**src/rtl/mc_datapath.sv**
```systemverilog
// mc_datapath: multi-cycle datapath with an integrated control FSM and one shared
// instruction/data memory port (req/ack handshake, variable latency).
// Optional performance counters are built only when MC_PERF_CNT_EN is defined;
// otherwise perf_cycles/perf_retired are tied to zero.
// ADDR_W must be >= 28 so the jump target field fits.

module mc_datapath #(
    parameter int unsigned       DATA_W   = 32,
    parameter int unsigned       ADDR_W   = 32,
    parameter int unsigned       RF_DEPTH = 32,
    parameter logic [ADDR_W-1:0] RESET_PC = '0
) (
    input  logic              clk,
    input  logic              rst,
    output logic              mem_req,
    output logic              mem_we,
    output logic [ADDR_W-1:0] mem_adr,
    output logic [DATA_W-1:0] mem_wdata,
    input  logic [DATA_W-1:0] mem_rdata,
    input  logic              mem_ack,
    output logic              halted,
    output logic [ADDR_W-1:0] pc_dbg,
    output logic [31:0]       perf_cycles,
    output logic [31:0]       perf_retired
);

    localparam int unsigned IDX_W = (RF_DEPTH > 1) ? $clog2(RF_DEPTH) : 1;
    localparam logic [IDX_W-1:0] LINK_IDX = IDX_W'(31 % RF_DEPTH);

    localparam logic [5:0] OP_R    = 6'h00;
    localparam logic [5:0] OP_J    = 6'h02;
    localparam logic [5:0] OP_JAL  = 6'h03;
    localparam logic [5:0] OP_BEQ  = 6'h04;
    localparam logic [5:0] OP_ADDI = 6'h08;
    localparam logic [5:0] OP_SLTI = 6'h0A;
    localparam logic [5:0] OP_LW   = 6'h23;
    localparam logic [5:0] OP_SW   = 6'h2B;
    localparam logic [5:0] OP_HALT = 6'h3F;

    localparam logic [5:0] FN_JR  = 6'h08;
    localparam logic [5:0] FN_ADD = 6'h20;
    localparam logic [5:0] FN_SUB = 6'h22;
    localparam logic [5:0] FN_AND = 6'h24;
    localparam logic [5:0] FN_OR  = 6'h25;
    localparam logic [5:0] FN_SLT = 6'h2A;

    typedef enum logic [3:0] {
        StFetch, StDecode, StExecR, StExecI, StAddr, StMemRd, StMemWr,
        StBeq, StJump, StWbR, StWbI, StWbMem, StHalt
    } state_e;

    state_e            state_q, state_d;
    logic [ADDR_W-1:0] pc_q, pc_d, jump_tgt;
    logic [DATA_W-1:0] ir_q, ir_d, a_q, a_d, b_q, b_d, alu_q, alu_d, mdr_q, mdr_d;
    logic [DATA_W-1:0] rf_q [RF_DEPTH];

    logic              rf_we, retire;
    logic [IDX_W-1:0]  rf_waddr;
    logic [DATA_W-1:0] rf_wdata;

    logic [5:0]        opcode, funct;
    logic [IDX_W-1:0]  rs_idx, rt_idx, rd_idx;
    logic [DATA_W-1:0] sext_imm, rs_val, rt_val;

    assign opcode   = ir_q[31:26];
    assign funct    = ir_q[5:0];
    assign rs_idx   = ir_q[21 +: IDX_W];
    assign rt_idx   = ir_q[16 +: IDX_W];
    assign rd_idx   = ir_q[11 +: IDX_W];
    assign sext_imm = {{(DATA_W-16){ir_q[15]}}, ir_q[15:0]};
    // Index 0 reads zero even when RF_DEPTH < 32 folds other indices onto it.
    assign rs_val   = (rs_idx == '0) ? '0 : rf_q[rs_idx];
    assign rt_val   = (rt_idx == '0) ? '0 : rf_q[rt_idx];

    // Next-state, datapath register updates and register-file write port.
    always_comb begin
        state_d  = state_q;
        pc_d     = pc_q;
        ir_d     = ir_q;
        a_d      = a_q;
        b_d      = b_q;
        alu_d    = alu_q;
        mdr_d    = mdr_q;
        rf_we    = 1'b0;
        rf_waddr = '0;
        rf_wdata = '0;
        retire   = 1'b0;
        jump_tgt = pc_q;
        jump_tgt[27:0] = {ir_q[25:0], 2'b00};

        unique case (state_q)
            StFetch: begin
                if (mem_ack) begin
                    ir_d    = mem_rdata;
                    pc_d    = pc_q + ADDR_W'(4);
                    state_d = StDecode;
                end
            end
            StDecode: begin
                a_d   = rs_val;
                b_d   = rt_val;
                alu_d = DATA_W'(pc_q) + (sext_imm << 2);
                case (opcode)
                    OP_R:             state_d = StExecR;
                    OP_ADDI, OP_SLTI: state_d = StExecI;
                    OP_LW, OP_SW:     state_d = StAddr;
                    OP_BEQ:           state_d = StBeq;
                    OP_J, OP_JAL:     state_d = StJump;
                    OP_HALT:          state_d = StHalt;
                    default: begin
                        state_d = StFetch;
                        retire  = 1'b1;
                    end
                endcase
            end
            StExecR: begin
                state_d = StWbR;
                case (funct)
                    FN_ADD:  alu_d = a_q + b_q;
                    FN_SUB:  alu_d = a_q - b_q;
                    FN_AND:  alu_d = a_q & b_q;
                    FN_OR:   alu_d = a_q | b_q;
                    FN_SLT:  alu_d = {{(DATA_W-1){1'b0}}, $signed(a_q) < $signed(b_q)};
                    FN_JR: begin
                        pc_d    = ADDR_W'(a_q);
                        state_d = StFetch;
                        retire  = 1'b1;
                    end
                    default: begin
                        state_d = StFetch;
                        retire  = 1'b1;
                    end
                endcase
            end
            StExecI: begin
                if (opcode == OP_SLTI) begin
                    alu_d = {{(DATA_W-1){1'b0}}, $signed(a_q) < $signed(sext_imm)};
                end else begin
                    alu_d = a_q + sext_imm;
                end
                state_d = StWbI;
            end
            StAddr: begin
                alu_d   = a_q + sext_imm;
                state_d = (opcode == OP_LW) ? StMemRd : StMemWr;
            end
            StMemRd: begin
                if (mem_ack) begin
                    mdr_d   = mem_rdata;
                    state_d = StWbMem;
                end
            end
            StMemWr: begin
                if (mem_ack) begin
                    state_d = StFetch;
                    retire  = 1'b1;
                end
            end
            StBeq: begin
                if (a_q == b_q) pc_d = ADDR_W'(alu_q);
                state_d = StFetch;
                retire  = 1'b1;
            end
            StJump: begin
                pc_d = jump_tgt;
                if (opcode == OP_JAL) begin
                    rf_we    = 1'b1;
                    rf_waddr = LINK_IDX;
                    rf_wdata = DATA_W'(pc_q);
                end
                state_d = StFetch;
                retire  = 1'b1;
            end
            StWbR, StWbI, StWbMem: begin
                rf_we    = 1'b1;
                rf_waddr = (state_q == StWbR) ? rd_idx : rt_idx;
                rf_wdata = (state_q == StWbMem) ? mdr_q : alu_q;
                state_d  = StFetch;
                retire   = 1'b1;
            end
            StHalt:  state_d = StHalt;
            default: state_d = StFetch;
        endcase
    end

    // State and datapath registers with synchronous active-low reset.
    always_ff @(posedge clk) begin
        if (!rst) begin
            state_q <= StFetch;
            pc_q    <= RESET_PC;
            ir_q    <= '0;
            a_q     <= '0;
            b_q     <= '0;
            alu_q   <= '0;
            mdr_q   <= '0;
            for (int i = 0; i < int'(RF_DEPTH); i++) rf_q[i] <= '0;
        end else begin
            state_q <= state_d;
            pc_q    <= pc_d;
            ir_q    <= ir_d;
            a_q     <= a_d;
            b_q     <= b_d;
            alu_q   <= alu_d;
            mdr_q   <= mdr_d;
            if (rf_we && (rf_waddr != '0)) rf_q[rf_waddr] <= rf_wdata;
        end
    end

    // Memory requests are Moore outputs of the state; gating with rst keeps
    // the port idle while reset is held yet lets FETCH request right on release.
    assign mem_req   = rst && ((state_q == StFetch) || (state_q == StMemRd) ||
                               (state_q == StMemWr));
    assign mem_we    = rst && (state_q == StMemWr);
    assign mem_adr   = (state_q == StFetch) ? pc_q : ADDR_W'(alu_q);
    assign mem_wdata = b_q;
    assign halted    = (state_q == StHalt);
    assign pc_dbg    = pc_q;

`ifdef MC_PERF_CNT_EN
    logic [31:0] cyc_q, cyc_d, ret_q, ret_d;

    // Cycle counter freezes once halted; retire pulses on each instruction's last cycle.
    always_comb begin
        cyc_d = halted ? cyc_q : cyc_q + 32'd1;
        ret_d = retire ? ret_q + 32'd1 : ret_q;
    end

    // Performance counter registers.
    always_ff @(posedge clk) begin
        if (!rst) begin
            cyc_q <= '0;
            ret_q <= '0;
        end else begin
            cyc_q <= cyc_d;
            ret_q <= ret_d;
        end
    end

    assign perf_cycles  = cyc_q;
    assign perf_retired = ret_q;
`else
    logic unused_retire;
    assign unused_retire = retire;
    assign perf_cycles   = '0;
    assign perf_retired  = '0;
`endif

endmodule

```
**config.mk**
```make
export PLATFORM = sky130hd
export DESIGN_NAME = mc_datapath
export DESIGN_NICKNAME = d
export VERILOG_FILES = /design/src/rtl/mc_datapath.sv
export SDC_FILE = /design/constraint.sdc
export NUM_CORES = 2
export LEC_CHECK = 0
export CAP_MARGIN = 20
export CORE_MARGIN = 8
export CORE_UTILIZATION = 40
export CTS_CLUSTER_SIZE = 30
export DETAILED_ROUTE_END_ITERATION = 10
export HOLD_SLACK_MARGIN = 0.03
export SLEW_MARGIN = 10
export SYNTH_ARGS = -nofsm -noshare
export SYNTH_HDL_FRONTEND = slang
export SYNTH_SLANG_ARGS = --single-unit
```
**constraint.sdc**
```tcl
create_clock -name clk -period 5.15 [get_ports clk]
set_input_delay 1.03 -clock clk [delete_from_list [all_inputs] [get_ports clk]]
set_output_delay 1.03 -clock clk [all_outputs]
set_load 0.01 [all_outputs]
```
### Yosys cells after proc, flatten, opt, wreduce, memory -nomap -nowiden

Memory sizes are Yosys's and may differ from the RTL's. A register that Yosys moved wholly into a read port is not among the register bits.
Cells that the tools add are included.
Widths: inputs -> output; s select.

* $add $sub $neg: 5
* $lt $le $gt $ge: 2
* bitwise gates (word level): 3
* mux-type cells: 36
* shift-type cells: 0
* equality and inequality tests: 33
* reduce and logical (&&, ||, !) cells: 25
* div/mod/pow operators: 0
* multiply operators: 0

Operator list (number)
* $mux 32: 10
* $pmux 32 s4: 2
* $pmux 32 s5: 1
* $add 32x32->32: 3
* $pmux 32 s2: 1
* $eq 6x6->1 const B: 8
* $mux 5: 7
* $add 32x3->32 const B: 1
* $and 32x32->32: 1
* $eq 32x32->1: 1
* $lt 32x16->1: 1
* $lt 32x32->1: 1
* $or 32x32->32: 1
* $pmux 4 s8: 1
* $reduce_or 32->1: 1
* $sub 32x32->32: 1
* $pmux 4 s6: 1
* $eq 4x4->1 const B: 5
* $eq 6x4->1 const B: 3
* $eq 4x3->1 const B: 4
* $mux 4: 4
* $eq 6x2->1 const B: 2
* $logic_not 5->1: 2
* $pmux 5 s2: 1
* 24 further kinds: 41

* word-level logic and storage cells: 113
* RAM bits: 1024
* register bits: 196
* memories: 1
* bits in latches: 0
* output and inout bits: 163
* ROM bits: 0
* bits of input ports: 35

Memory list
* rf_q: words 32, bits a word 32, rd ports 2, clocked after memory_dff 2, wr ports 32, line 55 `logic [DATA_W-1:0] rf_q [RF_DEPTH];`

### Logic depth before layout (Yosys ltp)

* depth after elaboration: 10
* depth in mapped cells: 15

### Worst setup path before layout

No wires, ideal clock.

* path kind: reg2reg
* start: register ir_q[15]
* end: register alu_q[31]
* setup slack: 1438 ps
* clock period less this slack: 3712 ps
* path buffers: 0
* arrival time: 3616 ps
* data required time: 5054 ps
* cell stages (with the launch flop): 13
* path through: dfxtp_1 inv_1 ha_1 inv_1 a21o_1 a221o_1 nor2_1 o31a_1 o21ai_0 xor2_1 o21ai_0 a211oi_1 o41ai_2

* word-level cells in the longest chain between the ends: 3
* elaborated cells between the ends (all ways): 4
* those cells by class: 2 x add/sub; 2 x mux

RTL lines
* start, declared: line 54 `logic [DATA_W-1:0] ir_q, ir_d, a_q, a_d, b_q, b_d, alu_q, alu_d, mdr_q, mdr_d;`
* start signal, assigned: line 200 `ir_q <= ir_d;`
* $add 32x32->32: line 139, 144
* $mux 32: line 136 `if (opcode == OP_SLTI) begin`
* $pmux 32 s4 (*): line 91 `unique case (state_q)`
* end signal, assigned: line 203 `alu_q <= alu_d;`
* end, declared: line 54

Mark *: on every way between the ends. The rest lies on a longest branch, timed or not.
A chain may end at the register's enable or synchronous reset.

### Final worst setup path

* start: register state_q[1]
* end: output port mem_req

* word-level cells in the longest chain between the ends: 4
* elaborated cells between the ends (all ways): 6
* those cells by class: 2 x eq/ne; 4 x reduce/logical

RTL lines
* start, declared: line 52 `state_e state_q, state_d;`
* start signal, assigned: line 189 `state_q <= StFetch;`
* start signal, assigned: line 198 `state_q <= state_d;`
* $eq 4x3->1 or $logic_not 4->1 (tied branches): line 211 `assign mem_req = rst && ((state_q == StFetch) || (state_q == StMemRd) ||`
* $logic_or 1x1->1: line 211
* $logic_or 1x1->1 (*): line 211
* $logic_and 1x1->1 (*): line 211
* end, declared: line 15 `output logic mem_req,`

Marks and branches as above.

==> flow_metrics.env <==
export IMPL_worst_slew_pin_transition_ns=1.19
export IMPL_worst_reg2reg_path_depth=9
export IMPL_cts_resized=0
export IMPL_top_usage_layer="met2"
export IMPL_port_buffers=133
export IMPL_route_detailed_drc=0
export IMPL_power_static_leakage_nw=26.2
export IMPL_initial_util=0.402
export IMPL_syn2layout_area_growth_pct=12.8
export IMPL_globalRouteMet3Util=0.0513
export IMPL_synth_avg_cell_area_sq_um=12.1
export IMPL_setup_worst_path_end_class="output port"
export IMPL_clock_transition_at_path_regs_ns=0.06
export IMPL_unrepaired_setup_endpoints_after_global_routing="false"
export IMPL_max_freq_ghz=0.220
export IMPL_number_of_vias_after_detailed_routing=52700
export IMPL_grt_total_usage=0.265
export IMPL_cts_root_buf="clkbuf_16"
export IMPL_finalHoldViolations=0
export IMPL_path_depth=4
export IMPL_synth_top_cells_by_area="edfxtp_1 (43%), mux4_2 (20%), nor2_1 (6.9%)"
export IMPL_fp_dieW_um=437
export IMPL_clk_latency_ns=0.79
export IMPL_routed_wl_mm=262
export IMPL_grt_antenna_before_repair=4
export IMPL_power_per_cell_area_nw_per_um2=347
export IMPL_vias_per_cell=6.32
export IMPL_synth_sequential_area_ratio=0.493
export IMPL_synth_cell_types=98
export IMPL_final_min_clock_period_ns=4.55
export IMPL_tritoncts="yes"
export IMPL_total_cell_area_at_the_placement_stage_sq_um=75400
export IMPL_worst_clock_skew_ns=0.0255
export IMPL_setup_worst_path_class="register to output port"
export IMPL_die_ht_um=437
export IMPL_r2r_end="alu_q[0]$_SDFFE_PN0P_"
export IMPL_worst_setup_path_start_kind="register"
export IMPL_fin_crit_sh=0.883
export IMPL_netlist_top_cell_by_area="edfxtp_1"
export IMPL_fin_nets=6107
export IMPL_cap_violations=0
export IMPL_clock_sink_count=1230
export IMPL_worstPathCellList="nor2_1 > o21ai_0 > nor4b_1 > clkdlybuf4s50_1"
export IMPL_most_common_cell_in_the_netlist="nor2_1"
export IMPL_cts_repair_timing_setup_buffer_count=0
export IMPL_run_status="finished, final reports clean"
export IMPL_drt_first_iter_violations=7489
export IMPL_critical_path_top_delay_family="flip-flops"
export IMPL_synthArstFlopShare=0
export IMPL_worstReg2RegStart="ir_q[0]$_SDFFE_PN0P_"
export IMPL_ys_dominant_reg_cell="edfxtp_1"
export IMPL_synthesis_yosys_warnings=0
export IMPL_routabilityCongestion=0.967
export IMPL_drive_gt1_frac=0.211
export IMPL_cpPeakStageDelay_ns=0.91
export IMPL_count_of_pins_on_the_block_boundary=198
export IMPL_relSlewSlack=0.209
export IMPL_globalRouteMet1Util=0.338
export IMPL_remaining_antenna_violation_count=0
export IMPL_worstPathBufferInverterCount=1
export IMPL_first_global_vias=51400
export IMPL_synth_enable_flop_cells=1024
export IMPL_cts_buffer_depth=3
export IMPL_layout_cell_area_non_filler_sq_um=79800
export IMPL_post_synth_instance_area_sq_um=70700
export IMPL_hold_worst_slack_ns=0.460
export IMPL_num_rows=154
export IMPL_grtUsageMet2=0.440
export IMPL_cp_required_ns=4.12
export IMPL_postSynthCellCount=5866
export IMPL_totalNegativeSetupSlack_ns=0
export IMPL_yosysTopAreaCellShare=0.435
export IMPL_synth_commonest_cells="nor2_1 (1,302), edfxtp_1 (1,024), mux4_2 (640)"
export IMPL_setup_viol=0
export IMPL_final_max_slew_violation_count=0
export IMPL_ff2ff_setup_slack_ns=1.04
export IMPL_hp_class="register to register"
export IMPL_irDropWorstVdd_uv=320
export IMPL_clock_tree_htree_level_count=4
export IMPL_floorplan_core_area_sq_um=176000
export IMPL_synth_ff_latch_count=1230
export IMPL_global_route_overflow_total=0
export IMPL_largest_net_degree_at_the_start_of_global_routing=164
export IMPL_wire_length_of_the_first_global_routing_pass_mm=372
export IMPL_cp_endpoint="mem_req"
export IMPL_cts_hold_repair_buffers=0
export IMPL_die_area_sq_um=191000
export IMPL_total_iterations_of_the_first_detailed_routing_run=9
export IMPL_cts_buffers=138
export IMPL_drt_wl_cell_um=31.4
export IMPL_arrival_ns=3.52
export IMPL_worst_setup_path_startpoint="state_q[1]$_SDFFE_PN0P_"
export IMPL_cp_slowest_cell="dfxtp_1"
export IMPL_post_dp_hpwl_mm=176
export IMPL_crit_fanout=22
-- kinds of logic (layout without fill, tap and decap cells) --
kind of cell / count (synthesis) / count (layout) / synth area share
DFF: 1230 / 1230 / 0.493
and+or+nand+nor: 1956 / 1956 / 0.114
muxes: 747 / 747 / 0.220
AOI/OAI and AO/OA: 937 / 937 / 0.0854
buffers and inverters: 736 / 765 / 0.0457
other: 1 / 97 / 0.0000530
xor gates and xnor gates: 66 / 66 / 0.00817
adders and majority gates: 193 / 193 / 0.0346
-- worst min-delay path by stage --
| stage | startpoint | to | slack, ns | depth (start not counted) |
|---|---|---|---|---|
| 2_1_floorplan | mdr_q[0]$_SDFFE_PN0P_ | mdr_q[0]$_SDFFE_PN0P_ | 0.44 | 2 |
| 3_3_place_gp | mdr_q[2]$_SDFFE_PN0P_ | mdr_q[2]$_SDFFE_PN0P_ | 0.45 | 2 |
| 3_5_place_dp | mdr_q[7]$_SDFFE_PN0P_ | mdr_q[7]$_SDFFE_PN0P_ | 0.45 | 2 |
| 4_1_cts | mdr_q[7]$_SDFFE_PN0P_ | mdr_q[7]$_SDFFE_PN0P_ | 0.45 | 2 |
| 5_1_grt | mdr_q[13]$_SDFFE_PN0P_ | mdr_q[13]$_SDFFE_PN0P_ | 0.48 | 2 |
| 6_report | mdr_q[7]$_SDFFE_PN0P_ | mdr_q[7]$_SDFFE_PN0P_ | 0.46 | 2 |
-- cells in the final DEF, fill, tap and decap left out, drive strengths merged, types with 27 or more instances in the layout --
cell           count
nor2            1304
edfxtp          1024
mux4             640
nand2            409
a21oi            383
buf              220
dfxtp            206
ha               189
inv              168
clkbuf           166
o21ai            159
clkdlybuf4s50    132
conb              96
mux2i             73
clkinv            62
nor3              52
xnor2             47
a211oi            35
mux2              34
nand2b            34
a221oi            34
nand3             33
o21bai            30
a21o              29
a222oi            29
o211ai            27
-- sequential cells by signal (all words and copies together) (netlist names), named ones only --
name / count
ir_q: 32
alu_q: 32
state_q: 4
mem_wdata: 32
rf_q: 1024
pc_dbg: 32
a_q: 32
mdr_q: 32
-- cell type report --
type | count | area [sq um]
Timing Repair Buffer | 352 | 3540
Clock buffer | 166 | 3700
Tap cell | 2340 | 2930
Clock inverter | 85 | 646
Sequential cell | 1230 | 34900
Inverter | 162 | 622
Antenna cell | 1 | 2.50
Fill cell | 15800 | 96100
Multi-Input combinational cell | 3995 | 33500
-- stage by stage --
step                instances  setup WS (ns)  power, mW   util
finish                   8331          0.601       27.7  0.454
global route             8330          0.533       28.5  0.454
CTS                      8327          0.563       27.7  0.453
detailed placement       8076           1.05       18.0  0.429
global placement         8075           1.10       18.0  0.428
floorplan                5961           1.44       15.6      -
-- power by group --
group	internal (mW)	leakage (nW)	total (mW)	switching, mW
combinational	2.47	11.8	6.10	3.63
sequential	11.2	12.2	11.9	0.658
clock	5.52	2.11	9.75	4.24
-- layer usage --
metal	vias up	share of wire
li1	21900	-
met1	26700	0.37
met2	3386	0.48
met3	680	0.10
met4	6	0.054
met5	-	0.00015
-- worst min-delay path, cell delays in order, from the launching register on --
cell and delay [ns]:
dfxtp_1 0.31, nand2_1 0.05, a21oi_1 0.05
Power figures use the tool's default switching activity.
